$ cat src/rtl/phase_sweep.sv
// Receive-phase search controller: settles and measures symbol errors on each of the
// four downsampling phases, then applies and holds the phase with the fewest errors.
module phase_sweep #(
    parameter int unsigned WIN_LOG2 = 10,
    parameter int unsigned SETTLE   = 64
) (
    input  logic                clk,
    input  logic                rst,
    input  logic                i_enable,
    input  logic                i_start,
    input  logic                i_err_r,
    input  logic                i_err_i,
    output logic [1:0]          o_phase,
    output logic                o_ber_rst,
    output logic                o_busy,
    output logic                o_locked,
    output logic [WIN_LOG2+1:0] o_min_errs
);

    localparam int unsigned EW = WIN_LOG2 + 2;

    localparam logic [2:0] StIdle    = 3'd0;
    localparam logic [2:0] StSettle  = 3'd1;
    localparam logic [2:0] StMeasure = 3'd2;
    localparam logic [2:0] StEval    = 3'd3;
    localparam logic [2:0] StLocked  = 3'd4;

    localparam logic [7:0]          SettleLast = 8'(SETTLE - 1);
    localparam logic [WIN_LOG2-1:0] WinLast    = '1;

    logic [2:0]          state_q, state_d;
    logic [1:0]          phase_idx_q, phase_idx_d;
    logic [1:0]          best_phase_q, best_phase_d;
    logic [EW-1:0]       best_errs_q, best_errs_d;
    logic                final_q, final_d;
    logic [7:0]          set_cnt_q, set_cnt_d;
    logic [WIN_LOG2-1:0] win_cnt_q, win_cnt_d;
    logic [EW-1:0]       err_cnt_q, err_cnt_d;
    logic [1:0]          phase_q, phase_d;
    logic                ber_rst_q, ber_rst_d;
    logic                busy_q, busy_d;
    logic                locked_q, locked_d;
    logic [EW-1:0]       min_errs_q, min_errs_d;
    logic [EW-1:0]       err_tot;

    // Running error count including the current strobe's R and I mismatches.
    always_comb begin
        err_tot = err_cnt_q + EW'(i_err_r) + EW'(i_err_i);
    end

    // Next-state logic for the sweep sequencer and its registered outputs.
    always_comb begin
        state_d      = state_q;
        phase_idx_d  = phase_idx_q;
        best_phase_d = best_phase_q;
        best_errs_d  = best_errs_q;
        final_d      = final_q;
        set_cnt_d    = set_cnt_q;
        win_cnt_d    = win_cnt_q;
        err_cnt_d    = err_cnt_q;
        phase_d      = phase_q;
        ber_rst_d    = ber_rst_q;
        busy_d       = busy_q;
        locked_d     = locked_q;
        min_errs_d   = min_errs_q;

        case (state_q)
            StIdle, StLocked: begin
                if (i_start) begin
                    state_d      = StSettle;
                    phase_idx_d  = 2'd0;
                    phase_d      = 2'd0;
                    best_errs_d  = '1;
                    best_phase_d = 2'd0;
                    final_d      = 1'b0;
                    set_cnt_d    = 8'd0;
                    ber_rst_d    = 1'b0;
                    busy_d       = 1'b1;
                    locked_d     = 1'b0;
                end
            end
            StSettle: begin
                if (i_enable) begin
                    if (set_cnt_q == SettleLast) begin
                        set_cnt_d = 8'd0;
                        err_cnt_d = '0;
                        win_cnt_d = '0;
                        ber_rst_d = 1'b1;
                        if (final_q) begin
                            state_d  = StLocked;
                            busy_d   = 1'b0;
                            locked_d = 1'b1;
                        end else begin
                            state_d = StMeasure;
                        end
                    end else begin
                        set_cnt_d = set_cnt_q + 8'd1;
                    end
                end
            end
            StMeasure: begin
                if (i_enable) begin
                    err_cnt_d = err_tot;
                    win_cnt_d = win_cnt_q + 1'b1;
                    if (win_cnt_q == WinLast) begin
                        // Strict compare: on a tie the earlier (lower) phase wins.
                        if (err_tot < best_errs_q) begin
                            best_errs_d  = err_tot;
                            best_phase_d = phase_idx_q;
                        end
                        // Checkers go back into reset before any phase change.
                        ber_rst_d = 1'b0;
                        set_cnt_d = 8'd0;
                        if (phase_idx_q != 2'd3) begin
                            phase_idx_d = phase_idx_q + 2'd1;
                            phase_d     = phase_idx_q + 2'd1;
                            state_d     = StSettle;
                        end else begin
                            state_d = StEval;
                        end
                    end
                end
            end
            StEval: begin
                phase_d    = best_phase_q;
                min_errs_d = best_errs_q;
                final_d    = 1'b1;
                set_cnt_d  = 8'd0;
                state_d    = StSettle;
            end
            default: state_d = StIdle;
        endcase
    end

    // State and output registers with asynchronous active-low reset.
    always_ff @(posedge clk or negedge rst) begin
        if (!rst) begin
            state_q      <= StIdle;
            phase_idx_q  <= 2'd0;
            best_phase_q <= 2'd0;
            best_errs_q  <= '0;
            final_q      <= 1'b0;
            set_cnt_q    <= 8'd0;
            win_cnt_q    <= '0;
            err_cnt_q    <= '0;
            phase_q      <= 2'd0;
            ber_rst_q    <= 1'b0;
            busy_q       <= 1'b0;
            locked_q     <= 1'b0;
            min_errs_q   <= '0;
        end else begin
            state_q      <= state_d;
            phase_idx_q  <= phase_idx_d;
            best_phase_q <= best_phase_d;
            best_errs_q  <= best_errs_d;
            final_q      <= final_d;
            set_cnt_q    <= set_cnt_d;
            win_cnt_q    <= win_cnt_d;
            err_cnt_q    <= err_cnt_d;
            phase_q      <= phase_d;
            ber_rst_q    <= ber_rst_d;
            busy_q       <= busy_d;
            locked_q     <= locked_d;
            min_errs_q   <= min_errs_d;
        end
    end

    assign o_phase    = phase_q;
    assign o_ber_rst  = ber_rst_q;
    assign o_busy     = busy_q;
    assign o_locked   = locked_q;
    assign o_min_errs = min_errs_q;

endmodule

$ cat config.mk
export PLATFORM = sky130hd
export DESIGN_NAME = phase_sweep
export DESIGN_NICKNAME = d
export VERILOG_FILES = /design/src/rtl/phase_sweep.sv
export SDC_FILE = /design/constraint.sdc
export NUM_CORES = 1
export LEC_CHECK = 0
export CAP_MARGIN = 30
export CORE_MARGIN = 2
export CORE_UTILIZATION = 44
export CTS_CLUSTER_SIZE = 10
export DETAILED_ROUTE_END_ITERATION = 10
export PLACE_DENSITY = 0.67
export SKIP_CTS_REPAIR_TIMING = 1
export SLEW_MARGIN = 40
export SYNTH_ARGS = -nofsm -noshare
export SYNTH_HDL_FRONTEND = slang
export SYNTH_SLANG_ARGS = --single-unit
$ cat constraint.sdc
create_clock -name clk -period 3.03 [get_ports clk]
set_input_delay 0.606 -clock clk [delete_from_list [all_inputs] [get_ports clk]]
set_output_delay 0.606 -clock clk [all_outputs]
set_load 0.01 [all_outputs]
==> metrics.yaml, run 1 <==
end_kind: "flip-flop"
port_buffers: 22
cp-start-kind: "primary input"
ys_seq_area_share_pct: 46.9
synth-adder-area-share_pct: 5.81
powerDensity_nw_per_um2: 505
synth-main-ff-cell: "dfrtp_1"
firstDrtPassIters: 4
antenna_cells: 0
drcViolationCount: 0
status: "finished clean"
drive_above_1_share_pct: 14.4
die_h_um: 94.2
die_width_um: 94.2
final_antenna_net_count: 0
via_per_inst: 5.47
rsz0062_at_grt: "false"
final_cell_count_no_fill: 513
worst_pin_slew_ns: 0.672
cts_tree: "yes"
dp_hpwl_mm: 5.27
nets: 429
synth_top_family_by_area: "simple AND/OR/NAND/NOR gates"
period_needed_ns: 2.80
initial_core_util_pct: 45.8
synthMuxAreaShare_pct: 0.630
fmax_mhz: 357
antenna_found_initial: 0
grtUsageTotal_pct: 18.1
hold_viol_final: 0
area_delta_synth_final_pct: 18.9
dp.cells: 498
synth_xor_area_share_pct: 2.45
max_cap_violations: 0
cts.reportedPaths.clkPinSlew_ns: 0.07
leakage_nw: 1.98
syn_nets: 391
synthMostInstantiatedCell: "dfrtp_1"
clockBufferDepth: 2
ys_warn_count: 0
finalMaxSlewViolations: 0
worstPathArrival_ns: 3.01
grt_pass1_wl_mm: 12.6
path_max_fanout: 6
ff_latch_area_um2: 1680
routed_wl_mm: 7.24
hold_path_class: "primary input to async pin"
yosys-top-cells-area: "dfrtp_1, ha_1, nand2_1"
grt_pass1_vias: 2617
postSynth.asyncResetShare_pct: 100
worstPathRequired_ns: 3.24
ys_types: 55
io-pin-count: 23
yosys.area.top_type: "dfrtp_1"
peakVddDrop_mv: 0.355
drt_first_iter_violations: 195
fillers: 721
synth_cells: 369
cts_max_level: 3
synth_commonest_cells: "dfrtp_1, nand2_1, o21ai_0, nand3_1, nor2_1"
slew_headroom_pct: 55.0
setup_viol: 0
ys_seq_elements: 67
fin_skew_ns: 0.0127
cts-root-buf: "clkbuf_8"
grt-ovfl-total: 0
yosys.area_share.simple_pct: 19.6
wl_per_cell_um: 14.1
synth_enable_flop_cells: 0
insertion_delay_ns: 0.34
grt_max_degree: 68
num_rows: 32
synth_area_um2: 3580
clock_sinks: 67
vias: 2808
multi_input_area_um2: 1760
synth.top_cell.area_share_pct: 46.9
synth_compound_area_share_pct: 19.2
coreArea_um2: 7810
avgSynthCellArea_um2: 9.69
fin_hold_ws_ns: 0.334
period_share_pct: 92.4
die_area_um2: 8870
criticalPathCategory: "primary input to flip-flop"
gp_congestion: 0.837
cts_buffers: 9
[area by class of cell]
| cell class | count | area share (%) |
|---|---|---|
| clock buffers | 10 | 3.24 |
| multi-input cells | 264 | 41.3 |
| flip-flops and latches | 67 | 39.4 |
| inverters | 20 | 1.76 |
| well taps | 102 | 3.00 |
| clock inverters | 5 | 1.82 |
| repair buffers | 45 | 9.50 |
[sequential cells by signal (all words and copies together), names as in the netlist]
register      count
set_cnt_q         8
final_q           1
phase_idx_q       2
o_ber_rst         1
state_q           3
o_phase           2
best_errs_q      12
o_locked          1
o_min_errs       12
err_cnt_q        12
best_phase_q      2
o_busy            1
win_cnt_q        10
[per-stage QoR]
step / area, um2 / setup WS (ns) / utilization (%) / setup TNS, ns / power [mW]
4_1_cts: 4200 / -0.138 / 53.8 / -1.82 / 2.17
3_5_place_dp: 3980 / -0.508 / 51.0 / -6.94 / 1.36
3_3_place_gp: 3980 / -0.423 / 51.0 / -5.86 / 1.34
6_report: 4250 / 0.230 / 54.5 / 0 / 2.15
5_1_grt: 4250 / 0.123 / 54.5 / 0 / 2.26
2_1_floorplan: 3590 / 0.0416 / - / 0 / 1.26
[path summary, 6_finish.rpt]
kind                                start               to  slack, ns  cells past startpoint
max in group asynchronous             rst   best_errs_q[8]       2.25                      2
min in group clk           o_min_errs[10]   o_min_errs[10]       0.48                      2
max                               i_err_i  best_phase_q[1]       0.23                     12
min                                   rst     set_cnt_q[4]       0.33                      2
min reg2reg                o_min_errs[10]   o_min_errs[10]       0.48                      2
max reg2reg                  err_cnt_q[0]  best_phase_q[1]       0.27                     11
[power breakdown]
group	switching (mW)	internal, mW
sequential	0.0839	0.990
clock	0.332	0.478
combinational	0.135	0.131
[layout by cell type, fill, tap and decap left out, drive strengths merged, types with 2 or more instances in the layout]
master	instances
a211o	2
a21oi	9
a22o	5
a31oi	5
and2	2
and3	9
and4	2
buf	24
bufinv	2
clkbuf	10
clkdlybuf4s50	19
clkinv	2
dfrtp	67
dlymetal6s2s	2
ha	15
inv	20
mux2	2
nand2	51
nand2b	4
nand3	23
nand4	8
nand4bb	2
nor2	21
nor3	2
nor3b	3
o21a	4
o21ai	47
o22a	12
o22ai	6
o31ai	6
xnor2	9
[critical path, cell delays in order]
cell,delay [ns]
dlymetal6s2s_1,0.14
fa_2,0.44
ha_4,0.20
xor2_2,0.18
ha_1,0.33
a211o_1,0.29
a31oi_1,0.17
o31ai_2,0.09
buf_4,0.15
a31oi_4,0.17
buf_6,0.14
o22ai_1,0.07
[logic make-up (layout without fill, tap and decap cells)]
family	after synthesis	count (layout)
compound gates	103	103
flops	67	67
xor+xnor	10	10
mux	2	2
buf+inv	38	80
simple gates	133	133
fa+ha+maj	16	16
[routing by layer]
layer / vias to the layer above / GRT usage, % / routed length, um
li1: 1402 / - / -
met3: 8 / 3.21 / 263
met4: 0 / 7.61 / 112
met2: 51 / 27.6 / 3380
met1: 1347 / 25.3 / 3490
met5: - / 0 / 0
No activity file was read; power rests on OpenSTA's default activity.
==> inputs of run 2 (changes only) <==
--- a/config.mk
+++ b/config.mk
@@ -10,6 +10,7 @@
 export CORE_UTILIZATION = 44
 export CTS_CLUSTER_SIZE = 10
 export DETAILED_ROUTE_END_ITERATION = 10
+export GPL_TIMING_DRIVEN = 1
 export PLACE_DENSITY = 0.67
 export SKIP_CTS_REPAIR_TIMING = 1
 export SLEW_MARGIN = 40
==> results of run 2 <==
No change in the layout: final DEF, timing and power equal those of run 1.
